<file path="src/rtl/prog_sequencer_if.sv">
// Control/status bundle between the instruction decoder and prog_sequencer.
// The decoder drives the master side and the sequencer implements the slave side.
interface prog_sequencer_if #(
    parameter int A  = 10,
    parameter int NF = 4
);
    localparam int FSW = (NF > 1) ? $clog2(NF) : 1;

    logic           Start;
    logic           Halt;
    logic           BranchAbsEn;
    logic           BranchRelEn;
    logic           CallEn;
    logic           RetEn;
    logic [NF-1:0]  Flags;
    logic [FSW-1:0] FlagSel;
    logic [A-1:0]   Target;
    logic [A-1:0]   ProgCtr;
    logic           Done;
    logic           Running;
    logic           RasErr;

    modport master (
        output Start, Halt, BranchAbsEn, BranchRelEn, CallEn, RetEn,
        output Flags, FlagSel, Target,
        input  ProgCtr, Done, Running, RasErr
    );

    modport slave (
        input  Start, Halt, BranchAbsEn, BranchRelEn, CallEn, RetEn,
        input  Flags, FlagSel, Target,
        output ProgCtr, Done, Running, RasErr
    );
endinterface

</file>
<file path="src/rtl/prog_sequencer.sv">
// Program counter sequencer: Start pulses pick a program slot, then branch/call/return/halt.
// Define PROG_SEQ_RAS_EN to build the return-address stack; otherwise calls are plain jumps.
module prog_sequencer #(
    parameter int A      = 10,
    parameter int NPROG  = 4,
    parameter int STRIDE = 100,
    parameter int NF     = 4,
    parameter int RAS_D  = 4
) (
    input logic             Clk,
    input logic             Reset_n,
    prog_sequencer_if.slave seq
);
    localparam int CW = $clog2(NPROG + 1);

    typedef enum logic [1:0] {IDLE, RUN, HALT} state_t;

    state_t                state;
    logic [A-1:0]          pc;
    logic [CW-1:0]         start_cnt;
    logic                  start_r;
    logic                  done;
    logic                  running;
    logic                  rise;
    logic                  fall;
    logic                  launch;
    logic                  advance;
    logic                  rel_take;
    logic [A-1:0]          pc_inc;
    logic [A-1:0]          pc_rel;
    logic [A-1:0]          pc_next;
    logic signed [A-1:0]   rel_off;

    // Slot k starts at (k-1)*STRIDE, folded into the PC width.
    function automatic logic [A-1:0] base_addr(input logic [CW-1:0] k);
        logic [31:0] prod;
        prod = (32'(k) - 32'd1) * 32'(STRIDE);
        return prod[A-1:0];
    endfunction

    assign rise     = seq.Start & ~start_r;
    assign fall     = ~seq.Start & start_r;
    assign launch   = fall && (start_cnt != '0);
    assign advance  = (state == RUN) && !launch && !seq.Halt;
    assign rel_take = seq.BranchRelEn && seq.Flags[seq.FlagSel];
    assign rel_off  = signed'(seq.Target);
    assign pc_inc   = pc + A'(1);
    assign pc_rel   = pc + unsigned'(rel_off);

`ifdef PROG_SEQ_RAS_EN
    localparam int SPW = $clog2(RAS_D + 1);
    localparam int IW  = (RAS_D > 1) ? $clog2(RAS_D) : 1;

    logic [A-1:0]   ras [RAS_D];
    logic [SPW-1:0] sp;
    logic [SPW-1:0] sp_m1;
    logic           do_push;
    logic           do_pop;
    logic           ras_fault;
    logic           ras_err;

    assign sp_m1 = sp - SPW'(1);

    always_comb begin
        pc_next   = pc_inc;
        do_push   = 1'b0;
        do_pop    = 1'b0;
        ras_fault = 1'b0;
        if (seq.RetEn) begin
            // Underflow falls back to a plain increment.
            if (sp != '0) begin
                pc_next = ras[sp_m1[IW-1:0]];
                do_pop  = 1'b1;
            end else begin
                ras_fault = 1'b1;
            end
        end else if (seq.CallEn) begin
            pc_next = seq.Target;
            if (sp != SPW'(RAS_D)) do_push = 1'b1;
            else                   ras_fault = 1'b1;
        end else if (seq.BranchAbsEn) begin
            pc_next = seq.Target;
        end else if (rel_take) begin
            pc_next = pc_rel;
        end
    end

    always_ff @(posedge Clk or negedge Reset_n) begin
        if (!Reset_n) begin
            sp      <= '0;
            ras_err <= 1'b0;
        end else if (launch) begin
            sp <= '0;
        end else if (advance) begin
            if (do_push)   sp      <= sp + SPW'(1);
            if (do_pop)    sp      <= sp_m1;
            if (ras_fault) ras_err <= 1'b1;
        end
    end

    // Stack entries are data only; sp decides which are valid.
    always_ff @(posedge Clk) begin
        if (advance && do_push) ras[sp[IW-1:0]] <= pc_inc;
    end

    assign seq.RasErr = ras_err;
`else
    logic unused_ret;

    always_comb begin
        pc_next = pc_inc;
        if (seq.CallEn || seq.BranchAbsEn) pc_next = seq.Target;
        else if (rel_take)                 pc_next = pc_rel;
    end

    assign unused_ret = seq.RetEn;
    assign seq.RasErr = 1'b0;
`endif

    always_ff @(posedge Clk or negedge Reset_n) begin
        if (!Reset_n) begin
            state     <= IDLE;
            pc        <= '0;
            start_cnt <= '0;
            start_r   <= 1'b0;
            done      <= 1'b0;
            running   <= 1'b0;
        end else begin
            start_r <= seq.Start;
            if (rise && (start_cnt != CW'(NPROG))) start_cnt <= start_cnt + CW'(1);
            // A Start fall restarts from any state and outranks Halt.
            if (launch) begin
                state   <= RUN;
                pc      <= base_addr(start_cnt);
                done    <= 1'b0;
                running <= 1'b1;
            end else if (state == RUN) begin
                if (seq.Halt) begin
                    state   <= HALT;
                    done    <= 1'b1;
                    running <= 1'b0;
                end else begin
                    pc <= pc_next;
                end
            end
        end
    end

    assign seq.ProgCtr = pc;
    assign seq.Done    = done;
    assign seq.Running = running;
endmodule

</file>
<file path="src/flat_wrapper.sv">
// flat-port wrapper written by rule: the top's interface ports become plain ports
module prog_sequencer_flat 
#(
    parameter int A      = 10,
    parameter int NPROG  = 4,
    parameter int STRIDE = 100,
    parameter int NF     = 4,
    parameter int RAS_D  = 4
)
  (Clk, Reset_n, seq_Start, seq_Halt, seq_BranchAbsEn, seq_BranchRelEn, seq_CallEn, seq_RetEn, seq_Flags, seq_FlagSel, seq_Target, seq_ProgCtr, seq_Done, seq_Running, seq_RasErr);
  prog_sequencer_if #(.A(A), .NF(NF)) seq_i ();
  input logic Clk;
  input logic Reset_n;
  input wire logic [$bits(seq_i.Start)-1:0] seq_Start;
  input wire logic [$bits(seq_i.Halt)-1:0] seq_Halt;
  input wire logic [$bits(seq_i.BranchAbsEn)-1:0] seq_BranchAbsEn;
  input wire logic [$bits(seq_i.BranchRelEn)-1:0] seq_BranchRelEn;
  input wire logic [$bits(seq_i.CallEn)-1:0] seq_CallEn;
  input wire logic [$bits(seq_i.RetEn)-1:0] seq_RetEn;
  input wire logic [$bits(seq_i.Flags)-1:0] seq_Flags;
  input wire logic [$bits(seq_i.FlagSel)-1:0] seq_FlagSel;
  input wire logic [$bits(seq_i.Target)-1:0] seq_Target;
  output wire logic [$bits(seq_i.ProgCtr)-1:0] seq_ProgCtr;
  output wire logic [$bits(seq_i.Done)-1:0] seq_Done;
  output wire logic [$bits(seq_i.Running)-1:0] seq_Running;
  output wire logic [$bits(seq_i.RasErr)-1:0] seq_RasErr;
  assign seq_i.Start = seq_Start;
  assign seq_i.Halt = seq_Halt;
  assign seq_i.BranchAbsEn = seq_BranchAbsEn;
  assign seq_i.BranchRelEn = seq_BranchRelEn;
  assign seq_i.CallEn = seq_CallEn;
  assign seq_i.RetEn = seq_RetEn;
  assign seq_i.Flags = seq_Flags;
  assign seq_i.FlagSel = seq_FlagSel;
  assign seq_i.Target = seq_Target;
  assign seq_ProgCtr = seq_i.ProgCtr;
  assign seq_Done = seq_i.Done;
  assign seq_Running = seq_i.Running;
  assign seq_RasErr = seq_i.RasErr;
  prog_sequencer #(.A(A), .NPROG(NPROG), .STRIDE(STRIDE), .NF(NF), .RAS_D(RAS_D)) u_core (.Clk(Clk), .Reset_n(Reset_n), .seq(seq_i));
endmodule
</file>
<file path="config.mk">
export PLATFORM = sky130hd
export DESIGN_NAME = prog_sequencer_flat
export DESIGN_NICKNAME = d
export VERILOG_FILES = /design/src/rtl/prog_sequencer_if.sv /design/src/rtl/prog_sequencer.sv /design/src/flat_wrapper.sv
export SDC_FILE = /design/constraint.sdc
export NUM_CORES = 1
export LEC_CHECK = 0
export ABC_AREA = 0
export BUFFER_PORTS_ARGS = -buffer_cell sky130_fd_sc_hd__buf_2
export CAP_MARGIN = 20
export CORE_UTILIZATION = 58
export CTS_CLUSTER_SIZE = 14
export DETAILED_ROUTE_END_ITERATION = 6
export GPL_TIMING_DRIVEN = 1
export PLACE_DENSITY_LB_ADDON = 0.2
export SYNTH_ARGS = -nofsm -noshare
export SYNTH_HDL_FRONTEND = slang
export SYNTH_SLANG_ARGS = --single-unit
</file>
<file path="constraint.sdc">
create_clock -name Clk -period 5.25 [get_ports Clk]
set_clock_uncertainty 0.1 [all_clocks]
set_input_delay 1.05 -clock Clk [delete_from_list [all_inputs] [get_ports Clk]]
set_output_delay 1.05 -clock Clk [all_outputs]
set_load 0.01 [all_outputs]
</file>
-- Word-level counts from Yosys, hierarchy flattened
Cells that the tools add are included.
- register bits: 18
- input bits: 24
- output and inout port bits: 13
- logic and storage cells: 44
- add/subtract/negate cells: 4
- $mul: 1
- order comparisons: 1
- equality and inequality tests: 3
- mux-type cells: 16
- bitwise operators: 4
- reduce and logical (&&, ||, !) cells: 9
- operators by type and width (cell ; count):
    two-way mux 10 bit ; 5
    multiplier 32 x 5 -> 8 bit (second input constant) ; 1
    adder 10 x 1 -> 10 bit (second input constant) ; 1
    adder 10 bit ; 1
    two-way mux 1 bit ; 7
    two-way mux 2 bit ; 3
    AND reduction 2 bit ; 2
    nonzero test 2 bit ; 2
    subtractor 3 x 1 -> 4 bit (second input constant) ; 1
    adder 3 x 1 -> 3 bit (second input constant) ; 1
    logical AND 1 bit ; 3
    < comparator 2 x 3 -> 1 bit (second input constant) ; 1
    != test 3 bit (second input constant) ; 1
    nonzero test 3 bit ; 1
    bitwise AND 1 bit ; 2
    binary-select mux 1 bit (select 2 bit) ; 1
    == test 2 x 1 -> 1 bit (second input constant) ; 1
    != test 2 x 1 -> 1 bit (second input constant) ; 1
    NOT 1 bit ; 2
    logical OR 1 bit ; 1

-- Longest topological paths before layout
Gate-level depths: netlist of the first run.
- depth after elaboration: 8
- gate-level depth with buffers: 14
- gate-level depth less buffers: 13

-- Worst setup path after synthesis of the first run
OpenSTA, ideal clock, no wires.
- path type: register to register
- start: reg u_core.start_cnt[0]
- end: reg u_core.pc[9], in the netlist u_core.seq.ProgCtr[9]
- library setup time: 0.130 ns
- arrival: 3.178 ns
- required time: 5.020 ns
- path slack: 1.841 ns
- stages on the path, launching flop included: 15
- buffers on the path: 1
- clock period less this slack: 3.409 ns
- path through: dfrtp_1 -> clkbuf_1 -> inv_1 -> ha_1 -> xor2_1 -> ha_1 -> fa_1 -> inv_1 -> fa_1 -> inv_1 -> ha_1 -> a21oi_1 -> xnor2_2 -> a21oi_2 -> a21oi_2
- word-level cells in the longest chain between the ends: 4
- elaborated cells between the ends (all ways): 8
- classes of those cells: add/sub (1); mul (1); eq/ne (1); mux (1); reduce/logical (4)
- RTL lines (item ; RTL line ; text):
    start: declaration ; prog_sequencer.sv:20 ; logic [CW-1:0] start_cnt;
    start signal: assignment ; prog_sequencer.sv:130 ; if (rise && (start_cnt != CW'(NPROG))) start_cnt <= start_cnt + CW'(1);
    parallel branches: the longest is 4 deep, another holds multiplier 32 x 5 -> 8 bit ; n/a ;
    end signal: assignment ; prog_sequencer.sv:134 ; pc <= base_addr(start_cnt);
    end signal: assignment ; prog_sequencer.sv:143 ; pc <= pc_next;
    end: declaration ; prog_sequencer.sv:19 ; logic [A-1:0] pc;
Parallel ways; which one is timed is not known.
A chain may end at the register's enable or synchronous reset.

-- Final worst setup path of the first run
Ends and elaborated chain as after synthesis.

==> results.json, run 1 <==
{
  "netSwitchingFraction": 0.481,
  "gp_congestion": 0.757,
  "wl_mm": 3.39,
  "worst_pin_slew_ps": 854,
  "num_rows": 18,
  "synth.area.top_cells": "dfrtp_1 (25%), ha_1 (15%), fa_1 (6.2%)",
  "p_sw_w": 0.000564,
  "critPathArrivalTime_ps": 3600,
  "nNetsFinal": 260,
  "ys_seq_area_frac": 0.248,
  "yosys.area.top_type_share": 0.248,
  "setup_tns_ps": 0,
  "utilization": 0.713,
  "power.density_nw_per_um2": 645,
  "clk_pin_slew_worst_paths_ps": 90,
  "synth_flop_cell": "dfrtp_1",
  "finalMaxSlewViolations": 0,
  "cts_buffer_depth": 2,
  "final_cell_mix": "buf_2 (34), ha_1 (19), dfrtp_1 (16)",
  "p_clk_frac": 0.068,
  "criticalPathCategory": "reg2reg",
  "cts_sinks": 16,
  "synth.avg_cell_area_sq_um": 8.97,
  "grt-ovfl-total": 0,
  "drive_gt1_frac": 0.218,
  "antenna_found_initial": 0,
  "coreArea_sq_um": 2540,
  "synth_top_cell_by_area": "dfrtp_1",
  "cp_data_required_time_ps": 5370,
  "whs_ps": 482,
  "async_flop_share": 1.00,
  "drtAntennaViolNets": 0,
  "period_share": 0.664,
  "combPwrFrac": 0.715,
  "setup_violations": 0,
  "avgViaCountPerCell": 5.77,
  "fillers": 205,
  "dpl.hpwl_mm": 2.83,
  "port_buffers": 34,
  "layout_setup_ws_ps": 1760,
  "maxSlewHeadroom": 0.428,
  "dieWidth_um": 54.8,
  "worst-path-max-fanout": 9,
  "endpoint_kind": "register",
  "cts_resized": 0,
  "synthCells": 180,
  "max_freq_ghz": 0.287,
  "area_delta_synth_final_pct": 12.5,
  "finalCriticalPeriod_ps": 3490,
  "firstDrtPassIters": 4,
  "ir_drop_mv": 0.600,
  "seqPwrFrac": 0.218,
  "avgRoutedWirePerCell_um": 14.1,
  "insertion_delay_ps": 280,
  "drt_iter0_drc": 25,
  "ys_types": 45,
  "leakagePower_nw": 0.906,
  "grt_pass1_wl_mm": 5.26,
  "max_cap_violations": 0,
  "dp_slack_ps": 1640,
  "synth-edff-count": 0,
  "die-height_um": 54.8,
  "cts_setup_buffers": 0,
  "grtUsageTotal": 0.244,
  "finalHoldViolations": 0,
  "drc": 0,
  "syn-num-nets": 228,
  "grt_pass1_vias": 1259,
  "ys_warn_count": 0,
  "status": "finished, final reports clean",
  "ys_ff_latch": 16,
  "rsz0062_at_grt": "no",
  "cts_buffers": 3,
  "initial_utilization": 0.634,
  "power.internal_w": 0.000608,
  "stdcell_area_sq_um": 1820,
  "grt_max_degree": 18,
  "htreeDepth": 1,
  "cts_tree": "yes",
  "root_buffer": "clkbuf_4",
  "final_common_cell": "buf_2",
  "place_area_sq_um": 1780,
  "num_vias": 1390,
  "holdCritPathClass": "reg2reg",
  "ctsHoldBuffers": 0,
  "startpoint_type": "register",
  "die_area_sq_um": 3000,
  "syn_area_sq_um": 1610,
  "num_antenna_cells": 0,
  "ios": 37
}
cell usage after synthesis, types with 2 or more instances:
library cell  count
ha_1             19
o21ai_0           7
nand3_1           3
dfrtp_1          16
mux2i_1           2
a21oi_2           2
nor3_1           10
nor3b_1           2
a31oi_1           2
xor2_1            9
nand3b_1          2
a211oi_1          5
nor2_1           11
a22oi_1           2
xnor2_1           5
a21o_1            2
o21ai_1           3
a311oi_1          2
a21oi_1          13
o221ai_1          2
nand2_1          11
clkbuf_1          4
and3_1            8
fa_1              5
inv_1            13
through the flow:
| stage | std cells | power, W |
|---|---|---|
| after CTS | 241 | 0.00118 |
| after global routing | 241 | 0.00130 |
| after floorplan | 180 | 0.000906 |
| after global placement | 237 | 0.00104 |
| after detailed placement | 237 | 0.00109 |
| final | 241 | 0.00117 |
flip-flops by register name (all words and copies together) (netlist names):
register and flops:
u_core.seq.ProgCtr 10, u_core.start_cnt 3, u_core.start_r 1, u_core.state 2
power by group through the flow:
stage	Sequential, W	Combinational [W]	Clock [W]
after floorplan	0.000253	0.000653	0
after global placement	0.000251	0.000793	0
after detailed placement	0.000257	0.000836	0
after CTS	0.000255	0.000844	0.0000810
after global routing	0.000266	0.000942	0.0000862
final	0.000255	0.000837	0.0000791
metal layers:
layer,wire length (um),part of all wire,up-vias,global-route usage
li1,-,-,703,-
met5,0,0,-,0
met1,1470,0.43,640,0.306
met3,209,0.062,2,0.0333
met4,13,0.0038,0,0.0513
met2,1700,0.50,45,0.440
worst max-delay path: stages, from the launching register on:
cell,delay [ps]
dfrtp_1,570
inv_1,110
ha_1,250
xor2_1,200
ha_1,240
fa_1,480
inv_1,50
fa_1,500
inv_1,50
ha_1,310
a21oi_1,240
xnor2_2,140
a21oi_2,70
a21oi_2,110
cells by family (layout without fill, tap and decap cells):
kind of cell	Yosys count	in the layout	synth area share
simple gates	55	55	0.184
compound gates	45	45	0.178
fa+ha+maj	24	24	0.209
buf+inv	20	51	0.0566
xor+xnor	16	16	0.0961
flops	16	16	0.248
mux	3	3	0.0264
other cells	1	1	0.00232
worst paths after layout:
| path | from | to | slack, ps | depth (start not counted) |
|---|---|---|---|---|
| max reg2reg | u_core.start_cnt[0] | u_core.seq.ProgCtr[9] | 1760 | 13 |
| min in group asynchronous | Reset_n | u_core.seq.ProgCtr[8] | 570 | 1 |
| max | u_core.start_cnt[0] | u_core.seq.ProgCtr[9] | 1760 | 13 |
| max in group asynchronous | Reset_n | u_core.seq.ProgCtr[2] | 4220 | 1 |
| min reg2reg | u_core.state[0] | u_core.state[0] | 480 | 2 |
| min | u_core.state[0] | u_core.state[0] | 480 | 2 |
cell type report:
type | instances | area [sq um] | area share
flip-flops and latches | 16 | 400 | 0.221
multi-input cells | 144 | 1120 | 0.618
inverters | 13 | 48.8 | 0.0269
well taps | 30 | 37.5 | 0.0207
clock buffers | 4 | 36.3 | 0.0200
repair buffers | 34 | 170 | 0.0937
Power figures use the tool's default switching activity.
==> run 2, diff against run 1 <==
--- a/config.mk
+++ b/config.mk
@@ -8,7 +8,7 @@
 export ABC_AREA = 0
 export BUFFER_PORTS_ARGS = -buffer_cell sky130_fd_sc_hd__buf_2
 export CAP_MARGIN = 20
-export CORE_UTILIZATION = 58
+export CORE_UTILIZATION = 49
 export CTS_CLUSTER_SIZE = 14
 export DETAILED_ROUTE_END_ITERATION = 6
 export GPL_TIMING_DRIVEN = 1
==> constraint.sdc (replaced) <==
create_clock -name Clk -period 3.1 [get_ports Clk]
set_clock_uncertainty 0.1 [all_clocks]
set_input_delay 0.62 -clock Clk [delete_from_list [all_inputs] [get_ports Clk]]
set_output_delay 0.62 -clock Clk [all_outputs]
set_load 0.01 [all_outputs]
==> run 2 against run 1 <==
  * Critical path depth unchanged
  * Clock power increased by 77%
  * Non-clock buffer count rose by 13
  * Largest cell class unchanged
  * Die area increased by 18%
  * Count of clock-buffer cells in the layout unchanged
  * Combinational power up 120%
  * Via count rose by 4.2%
  * Register-to-register slack got worse by 1600 ps
  * Fmax up 17%
  * Power up 100%
  * Sequential share of layout area shrank 2.1 points
==> results.json, run 2 (same netlist as run 1, synthesis figures left out) <==
{
  "clk_pin_slew_worst_paths_ps": 100,
  "ios": 37,
  "root_buffer": "clkbuf_4",
  "dpl.hpwl_mm": 3.01,
  "holdCritPathClass": "in2async",
  "worst-path-max-fanout": 3,
  "grt-ovfl-total": 0,
  "setup_tns_ps": 0,
  "initial_utilization": 0.524,
  "setup_violations": 0,
  "die_area_sq_um": 3530,
  "insertion_delay_ps": 290,
  "dieWidth_um": 59.4,
  "critPathArrivalTime_ps": 3080,
  "cts_buffer_depth": 2,
  "cts_buffers": 3,
  "worst_pin_slew_ps": 613,
  "finalMaxSlewViolations": 0,
  "period_share": 0.957,
  "grtUsageTotal": 0.231,
  "num_rows": 20,
  "num_antenna_cells": 0,
  "port_buffers": 34,
  "cts_tree": "yes",
  "grt_pass1_vias": 1324,
  "maxSlewHeadroom": 0.591,
  "area_delta_synth_final_pct": 24.3,
  "die-height_um": 59.4,
  "ff2ff_path_depth": 13,
  "endpoint_kind": "register",
  "drive_gt1_frac": 0.308,
  "htreeDepth": 1,
  "ir_drop_mv": 1.15,
  "cp_data_required_time_ps": 3220,
  "nNetsFinal": 273,
  "num_vias": 1448,
  "utilization": 0.652,
  "finalNonFillerCells": 268,
  "dp_slack_ps": 22.2,
  "coreArea_sq_um": 3080,
  "gp_congestion": 0.858,
  "dp_cells": 259,
  "r2r-start": "u_core.start_cnt[1]",
  "ctsHoldBuffers": 0,
  "wl_mm": 3.75,
  "drt_iter0_drc": 80,
  "drtAntennaViolNets": 0,
  "antenna_found_initial": 0,
  "grt_pass1_wl_mm": 6.15,
  "firstDrtPassIters": 4,
  "grt_max_degree": 18,
  "power.density_nw_per_um2": 1170,
  "crit_start": "u_core.start_cnt[1]",
  "largest_reg_flops": 10,
  "startpoint_type": "register",
  "max_cap_violations": 0,
  "layout_setup_ws_ps": 133,
  "max_freq_ghz": 0.337,
  "criticalPathCategory": "reg2reg",
  "finalCriticalPeriod_ps": 2970,
  "final_common_cell": "buf_2",
  "avgViaCountPerCell": 5.40,
  "drc": 0,
  "avgRoutedWirePerCell_um": 14.0,
  "finalHoldViolations": 0,
  "leakagePower_nw": 0.973,
  "status": "finished, final reports clean",
  "cts_sinks": 16,
  "final_cell_mix": "buf_2 (34), dfrtp_1 (16), ha_1 (15)"
}
run 2: worst paths after layout:
path	to	slack, ps
max in group asynchronous	u_core.seq.ProgCtr[7]	2490
worst min-delay path	u_core.seq.ProgCtr[1]	130
worst max-delay path	u_core.seq.ProgCtr[9]	130
worst max register to register	u_core.seq.ProgCtr[9]	130
min in group Clk	u_core.start_r	360
worst min register to register	u_core.seq.ProgCtr[4]	470
run 2: metal layers:
metal	wire, um	global-route usage	up-vias
met1	1700	0.309	678
li1	-	-	731
met2	1860	0.385	35
met5	0	0	-
met3	147	0.0262	4
met4	40	0.0816	0
run 2: critical path: stages (launching register included):
cell and delay (ps):
dfrtp_1 370, inv_2 70, ha_4 180, xor2_4 160, ha_2 190, fa_1 480
inv_1 60, fa_1 500, inv_1 60, ha_4 250, a21oi_4 140, xnor2_2 130
a21oi_2 80, a21oi_2 140
run 2: area by class of cell:
class                      instances  area, sq um
multi-input combinational        144         1200
fill                             250         1070
sequential                        16          400
timing repair buffer              47          268
tap                               44         55.1
inverter                          13         48.8
clock buffer                       4         36.3
run 2: per-stage QoR:
step	hold slack [ps]	power, W	area, sq um
3_3_place_gp	441	0.00200	1890
3_5_place_dp	443	0.00207	1890
5_1_grt	141	0.00260	2010
2_1_floorplan	224	0.00171	1660
6_report	132	0.00235	2010
4_1_cts	138	0.00225	1940
run 2: what timing repair did:
action,in CTS,in global routing
buffers inserted,0,5
gates resized for setup,1,6
pin swaps,0,3
setup endpoints to repair,1,2
gates cloned,0,0
run 2: power by group:
group | switching, W | internal, W
clock | 0.0000686 | 0.0000715
combinational | 0.000922 | 0.000877
sequential | 0.000104 | 0.000307
